<file path="config.mk">
export PLATFORM = sky130hd
export DESIGN_NAME = msmv_multi_flat
export DESIGN_NICKNAME = d
export VERILOG_FILES = /design/src/rtl/msmv_multi_if.sv /design/src/rtl/msmv_multi.sv /design/src/flat_wrapper.sv
export SDC_FILE = /design/constraint.sdc
export NUM_CORES = 1
export LEC_CHECK = 0
export ABC_AREA = 1
export CORE_MARGIN = 5
export CORE_UTILIZATION = 54
export CTS_CLUSTER_SIZE = 16
export DETAILED_ROUTE_END_ITERATION = 10
export PLACE_DENSITY = 0.77
export SYNTH_ARGS = -nofsm -noshare
export SYNTH_HDL_FRONTEND = slang
export SYNTH_SLANG_ARGS = --single-unit
</file>
<file path="constraint.sdc">
create_clock -name clk -period 1.56 [get_ports clk]
set_clock_uncertainty 0.05 [all_clocks]
set_input_delay 0.312 -clock clk [delete_from_list [all_inputs] [get_ports clk]]
set_output_delay 0.312 -clock clk [all_outputs]
set_load 0.02 [all_outputs]
</file>
<file path="src/rtl/msmv_multi_if.sv">
// Control/status bundle for the multi-channel monostable: per-channel triggers,
// shared pulse length and retrigger mode in; pulse, done strobe and busy out.
interface msmv_multi_if #(
  parameter int unsigned CHANNELS = 4,
  parameter int unsigned CNT_W    = 8
);
  logic [CHANNELS-1:0] trigger;
  logic [CNT_W-1:0]    width;
  logic                retrig;
  logic [CHANNELS-1:0] pulse;
  logic [CHANNELS-1:0] done;
  logic [CHANNELS-1:0] busy;

  modport master (
    output trigger, width, retrig,
    input  pulse, done, busy
  );

  modport slave (
    input  trigger, width, retrig,
    output pulse, done, busy
  );
endinterface

</file>
<file path="src/rtl/msmv_multi.sv">
// Multi-channel monostable pulse generator: each channel fires a programmable-length
// pulse on a trigger rising edge, with optional retrigger, hold-off and end strobe.
module msmv_multi #(
  parameter int unsigned CHANNELS = 4,
  parameter int unsigned CNT_W    = 8,
  parameter int unsigned HOLDOFF  = 2
) (
  input logic         clk,
  input logic         rst,
  msmv_multi_if.slave bus
);

  typedef enum logic [1:0] {
    IDLE   = 2'd0,
    ACTIVE = 2'd1,
    HOLD   = 2'd2
  } state_e;

  localparam int unsigned     HOLD_W    = (HOLDOFF > 1) ? $clog2(HOLDOFF) : 1;
  localparam logic [HOLD_W-1:0] HOLD_LOAD = (HOLDOFF > 0) ? HOLD_W'(HOLDOFF - 1) : '0;
  localparam bit              HAS_HOLD  = (HOLDOFF != 0);

  // Shared decode of the programmed length; a zero length never starts a pulse.
  logic             width_nz_c;
  logic [CNT_W-1:0] width_m1_c;

  assign width_nz_c = |bus.width;
  assign width_m1_c = bus.width - CNT_W'(1);

  for (genvar i = 0; i < CHANNELS; i++) begin : g_ch
    state_e            state_q, state_d;
    logic [CNT_W-1:0]  cnt_q, cnt_d;
    logic [HOLD_W-1:0] hcnt_q, hcnt_d;
    logic              trig_q;
    logic              rise_c;
    logic              done_d;
    logic              pulse_q, done_q, busy_q;

    assign rise_c = bus.trigger[i] & ~trig_q;

    // State, counters and registered outputs; outputs follow the next state.
    always_ff @(posedge clk) begin
      if (rst) begin
        state_q <= IDLE;
        cnt_q   <= '0;
        hcnt_q  <= '0;
        trig_q  <= 1'b0;
        pulse_q <= 1'b0;
        done_q  <= 1'b0;
        busy_q  <= 1'b0;
      end else begin
        state_q <= state_d;
        cnt_q   <= cnt_d;
        hcnt_q  <= hcnt_d;
        trig_q  <= bus.trigger[i];
        pulse_q <= (state_d == ACTIVE);
        done_q  <= done_d;
        busy_q  <= (state_d != IDLE);
      end
    end

    // Next-state logic; an accepted retrigger beats expiry in the same cycle.
    always_comb begin
      state_d = state_q;
      cnt_d   = cnt_q;
      hcnt_d  = hcnt_q;
      done_d  = 1'b0;
      case (state_q)
        IDLE: begin
          if (rise_c && width_nz_c) begin
            cnt_d   = width_m1_c;
            state_d = ACTIVE;
          end
        end
        ACTIVE: begin
          if (bus.retrig && rise_c && width_nz_c) begin
            cnt_d = width_m1_c;
          end else if (cnt_q == '0) begin
            done_d = 1'b1;
            if (HAS_HOLD) begin
              state_d = HOLD;
              hcnt_d  = HOLD_LOAD;
            end else begin
              state_d = IDLE;
            end
          end else begin
            cnt_d = cnt_q - CNT_W'(1);
          end
        end
        HOLD: begin
          if (hcnt_q == '0) begin
            state_d = IDLE;
          end else begin
            hcnt_d = hcnt_q - HOLD_W'(1);
          end
        end
        default: begin
          state_d = IDLE;
        end
      endcase
    end

    assign bus.pulse[i] = pulse_q;
    assign bus.done[i]  = done_q;
    assign bus.busy[i]  = busy_q;
  end

endmodule

</file>
<file path="src/flat_wrapper.sv">
// flat-port wrapper written by rule: the top's interface ports become plain ports
module msmv_multi_flat 
#(
  parameter int unsigned CHANNELS = 4,
  parameter int unsigned CNT_W    = 8,
  parameter int unsigned HOLDOFF  = 2
)
  (clk, rst, bus_trigger, bus_width, bus_retrig, bus_pulse, bus_done, bus_busy);
  msmv_multi_if #(.CHANNELS(CHANNELS), .CNT_W(CNT_W)) bus_i ();
  input logic clk;
  input logic rst;
  input wire logic [$bits(bus_i.trigger)-1:0] bus_trigger;
  input wire logic [$bits(bus_i.width)-1:0] bus_width;
  input wire logic [$bits(bus_i.retrig)-1:0] bus_retrig;
  output wire logic [$bits(bus_i.pulse)-1:0] bus_pulse;
  output wire logic [$bits(bus_i.done)-1:0] bus_done;
  output wire logic [$bits(bus_i.busy)-1:0] bus_busy;
  assign bus_i.trigger = bus_trigger;
  assign bus_i.width = bus_width;
  assign bus_i.retrig = bus_retrig;
  assign bus_pulse = bus_i.pulse;
  assign bus_done = bus_i.done;
  assign bus_busy = bus_i.busy;
  msmv_multi #(.CHANNELS(CHANNELS), .CNT_W(CNT_W), .HOLDOFF(HOLDOFF)) u_core (.clk(clk), .rst(rst), .bus(bus_i));
endmodule
</file>
==> summary.md <==
| Metric | Value |
|---|---|
| Synth Area in XOR/XNOR | `4.61%` |
| Period utilisation layout | `100%` |
| CP required | `1.76 ns` |
| Failing checks | `setup timing` |
| Post-Syn Nets | `641` |
| Area leader, netlist | `dfxtp_1` |
| Clk sinks | `60` |
| Synth Area in Adders | `6.90%` |
| Synth top area cells | `dfxtp_1 30%, nand2_1 16%, nor2_1 8.6%, inv_1 7.4%, ha_1 6.9%` |
| Drt first pass iters | `6` |
| Post-route setup slack | `-0.000193 ns` |
| CTS tree | `done` |
| Input/output buffers | `26` |
| Post-route cell area | `5680 sq um` |
| Worst-margin pin slew | `0.306 ns` |
| Max frequency | `0.641 GHz` |
| DR vias | `4,390` |
| Status | `finished, violations left` |
| Post-route ant nets | `0` |
| Headroom to the max-slew limit | `79.4%` |
| Cell Pwr Density | `1110 nW/um^2` |
| Most frequent cells in the layout | `150 x nand2_1, 98 x buf_4, 76 x nor2_1` |
| Synth Warn # | `0` |
| HPWL Detailed | `7660 um` |
| Diode count | `0` |
| # hold bufs at CTS | `0` |
| Crit. End Element | `register` |
| Die Span X | `95.9 um` |
| Number of CTS-inserted buffers | `9` |
| RSZ-0062 raised after global routing | `true` |
| Global-route wire length before repair | `18,200 um` |
| Maximum fanout along the worst path | `5` |
| Vias in the first global route | `4,215` |
| FF-to-FF Start | `u_core.g_ch[3].cnt_q[0]$_SDFFE_PP0P_` |
| Synth Area in Compound Gates | `9.13%` |
| Initial Util | `55.3%` |
| Leakage | `0.00282 uW` |
| Worst vdd rail ir drop | `0.751 mV` |
| Crit path buf inv count | `3` |
| Final Hold Fails | `0` |
| Fin crit period | `1.56 ns` |
| Max Slew Vio Count | `0` |
| Row cnt | `31` |
| Die Ht | `95.9 um` |
| Multi-input logic area | `2740 sq um` |
| Hold path startpoint | `bus_trigger[1]` |
| Placer Congestion | `0.878` |
| Max-cap violations | `0` |
| Pre-CTS WS | `-0.709 ns` |
| Bufs on Longest Clock Path | `2` |
| Post-DP Area | `4870 sq um` |
| Yosys reg bits | `60` |
| Starting DRC count in detailed routing | `319` |
| Final wirelength | `12,400 um` |
| Gr usage total | `25.4%` |
| Post-synthesis mux area share | `0%` |
| Total Die Area | `9200 sq um` |
| Crit path launch type | `register` |
| Post-Synth Simple-Gate Area | `37.1%` |
| Worst-skew pair later-pin latency | `0.36 ns` |
| # IOs | `27` |
| Main synth FF type | `dfxtp_1` |
| Distinct cells, synth | `35` |
| Worst EP arrival | `1.76 ns` |
| Hold Path Cell Cnt | `3` |
| Final global-route overflow total | `0` |
| R2R depth | `12` |
| Largest family of logic cells by synthesized area | `simple AND/OR/NAND/NOR gates` |
| Largest net degree at the start of global routing | `22` |
| H-tree Lvls | `3` |
| Storage element area | `1210 sq um` |
| Clk pin slew, worst setup/hold paths | `0.07 ns` |
| Fraction of layout cells with a size suffix above 1 | `34.8%` |
| Initial antenna violation count | `0` |
| R2R Setup Slk | `-0.0002 ns` |
| Register area share after synthesis | `30.1%` |
| Core outline area | `7210 sq um` |
| Synth Cell Area | `3990 sq um` |
| Root Buffer | `clkbuf_8` |
| Hold Crit Class | `primary input to register` |
| Sequence of cells on the critical path | `inv_2 -> ha_4 -> inv_2 -> nor2_4 -> nand2_2 -> nor3_4 -> nand3_4 -> nand2_4 -> buf_4 -> nand2_1 -> nand2_1 -> a21oi_1` |
| Slowest-stage cell, CP | `dfxtp_2` |
| Post-synthesis async set-or-reset flop share | `0%` |
| CP peak stage delay | `0.33 ns` |
| Yosys top cell area share | `30.1%` |
| Cells after Synth | `604` |
| Routed vias/inst | `5.26` |
| Area delta synth->final | `42.5%` |
| Final setup fails | `1` |
| Commonest non-fill, non-tap cell in the layout | `nand2_1` |
| Endpoint, Worst Hold | `u_core.g_ch[1].trig_q$_SDFF_PP0_` |
| Mapped Avg Cell Area | `6.60 sq um` |
| CP top delay family | `simple AND/OR/NAND/NOR gates` |
| FF-to-FF End | `u_core.g_ch[3].cnt_q[3]$_SDFFE_PP0P_` |
| Post-synth EDFFs | `0` |
| # DRC | `0` |
| Final #Nets | `768` |
| Crit Path Class | `register to register` |
| Post-DR wirelength/cell | `14.9 um` |
| Fill cell count | `478` |
## how the worst max path moves through the flow
stage                                               startpoint                                   end  depth (start not counted)
after CTS                                         bus_width[7]  u_core.g_ch[2].cnt_q[0]$_SDFFE_PP0P_                         11
final                     u_core.g_ch[3].cnt_q[0]$_SDFFE_PP0P_  u_core.g_ch[3].cnt_q[3]$_SDFFE_PP0P_                         12
after floorplan           u_core.g_ch[3].cnt_q[0]$_SDFFE_PP0P_  u_core.g_ch[3].cnt_q[0]$_SDFFE_PP0P_                         12
after global routing      u_core.g_ch[3].cnt_q[0]$_SDFFE_PP0P_  u_core.g_ch[3].cnt_q[3]$_SDFFE_PP0P_                         12
after global placement                            bus_width[0]  u_core.g_ch[1].cnt_q[6]$_SDFFE_PP0P_                         13
after detailed placement                          bus_width[0]  u_core.g_ch[1].cnt_q[6]$_SDFFE_PP0P_                         13
## timing repair
item / CTS / global route
gates resized for setup: 74 / 93
gates cloned: 0 / 2
endpoints found under the setup margin: 68 / 49
hold endpoints to repair: 0 / 0
setup buffers: 21 / 10
pin swaps: 32 / 40
## routing by layer
layer	track usage (%)	vias to the layer above	wire length, um
met5	0	-	0
met4	15.2	0	557
met3	5.24	58	620
met2	46.0	160	6440
met1	26.9	2062	4780
li1	-	2110	-
## registers in the layout, indices dropped and copies added (netlist names)
name	cells
u_core.g_ch.trig_q	4
u_core.g_ch.state_q	8
u_core.g_ch.done_q	4
u_core.g_ch.busy_q	4
u_core.g_ch.pulse_q	4
u_core.g_ch.cnt_q	32
u_core.g_ch.hcnt_q	4
## cell usage after synthesis, types with 2 or more instances
master    number
buf_6          4
clkbuf_1       2
xor2_1        12
nand2_2        5
nor2_1        91
nand2_4        3
xnor2_1        9
o21ai_1       21
nand4_1        4
ha_1          22
nand3_2        2
nor3_1         2
nor2_4         4
o21ai_2        2
buf_1          2
a21oi_1       24
inv_1         79
o21ai_0       14
a21oi_2        4
inv_2          2
nor2_2         4
buf_4         14
nand2_1      168
nand3_4        3
nand3_1       38
dfxtp_1       60
## cells by family after synthesis
| group | after synthesis |
|---|---|
| buffers and inverters | 106 |
| DFF | 60 |
| xor gates and xnor gates | 21 |
| adders and majority gates | 22 |
| and+or+nand+nor | 329 |
| AOI/OAI and AO/OA | 66 |
## cell type report
cell class,count,share of cell area (%)
Inverter,83,5.68
Clock inverter,4,0.440
Clock buffer,11,2.66
Sequential cell,60,21.3
Multi-Input combinational cell,440,48.2
Timing Repair Buffer,137,19.5
Tap cell,99,2.18
## where the power goes
| part | internal (uW) | leakage [uW] | switching (uW) |
|---|---|---|---|
| combinational | 1340 | 0.00224 | 1730 |
| clock | 648 | 0.0000872 | 652 |
| sequential | 1770 | 0.000498 | 177 |
| total | 3760 | 0.00282 | 2560 |
## worst min-delay path: stages
cell            delay, ns
dlymetal6s2s_1       0.10
inv_2                0.05
nor2_1               0.07
## stage by stage
| stage | TNS [ns] | std cells | total power (uW) | utilization [%] | hold slack [ns] |
|---|---|---|---|---|---|
| after CTS | 0 | 823 | 5820 | 73.9 | 0.307 |
| after floorplan | -0.0466 | 604 | 3580 | - | 0.385 |
| after global placement | -30.52 | 787 | 4240 | 67.4 | 0.394 |
| after detailed placement | -32.82 | 787 | 4340 | 67.4 | 0.408 |
| after global routing | -1.36 | 834 | 6700 | 78.8 | 0.188 |
| final | -0.000193 | 834 | 6320 | 78.8 | 0.167 |
Note: power is estimated with default switching activity, not from simulation.
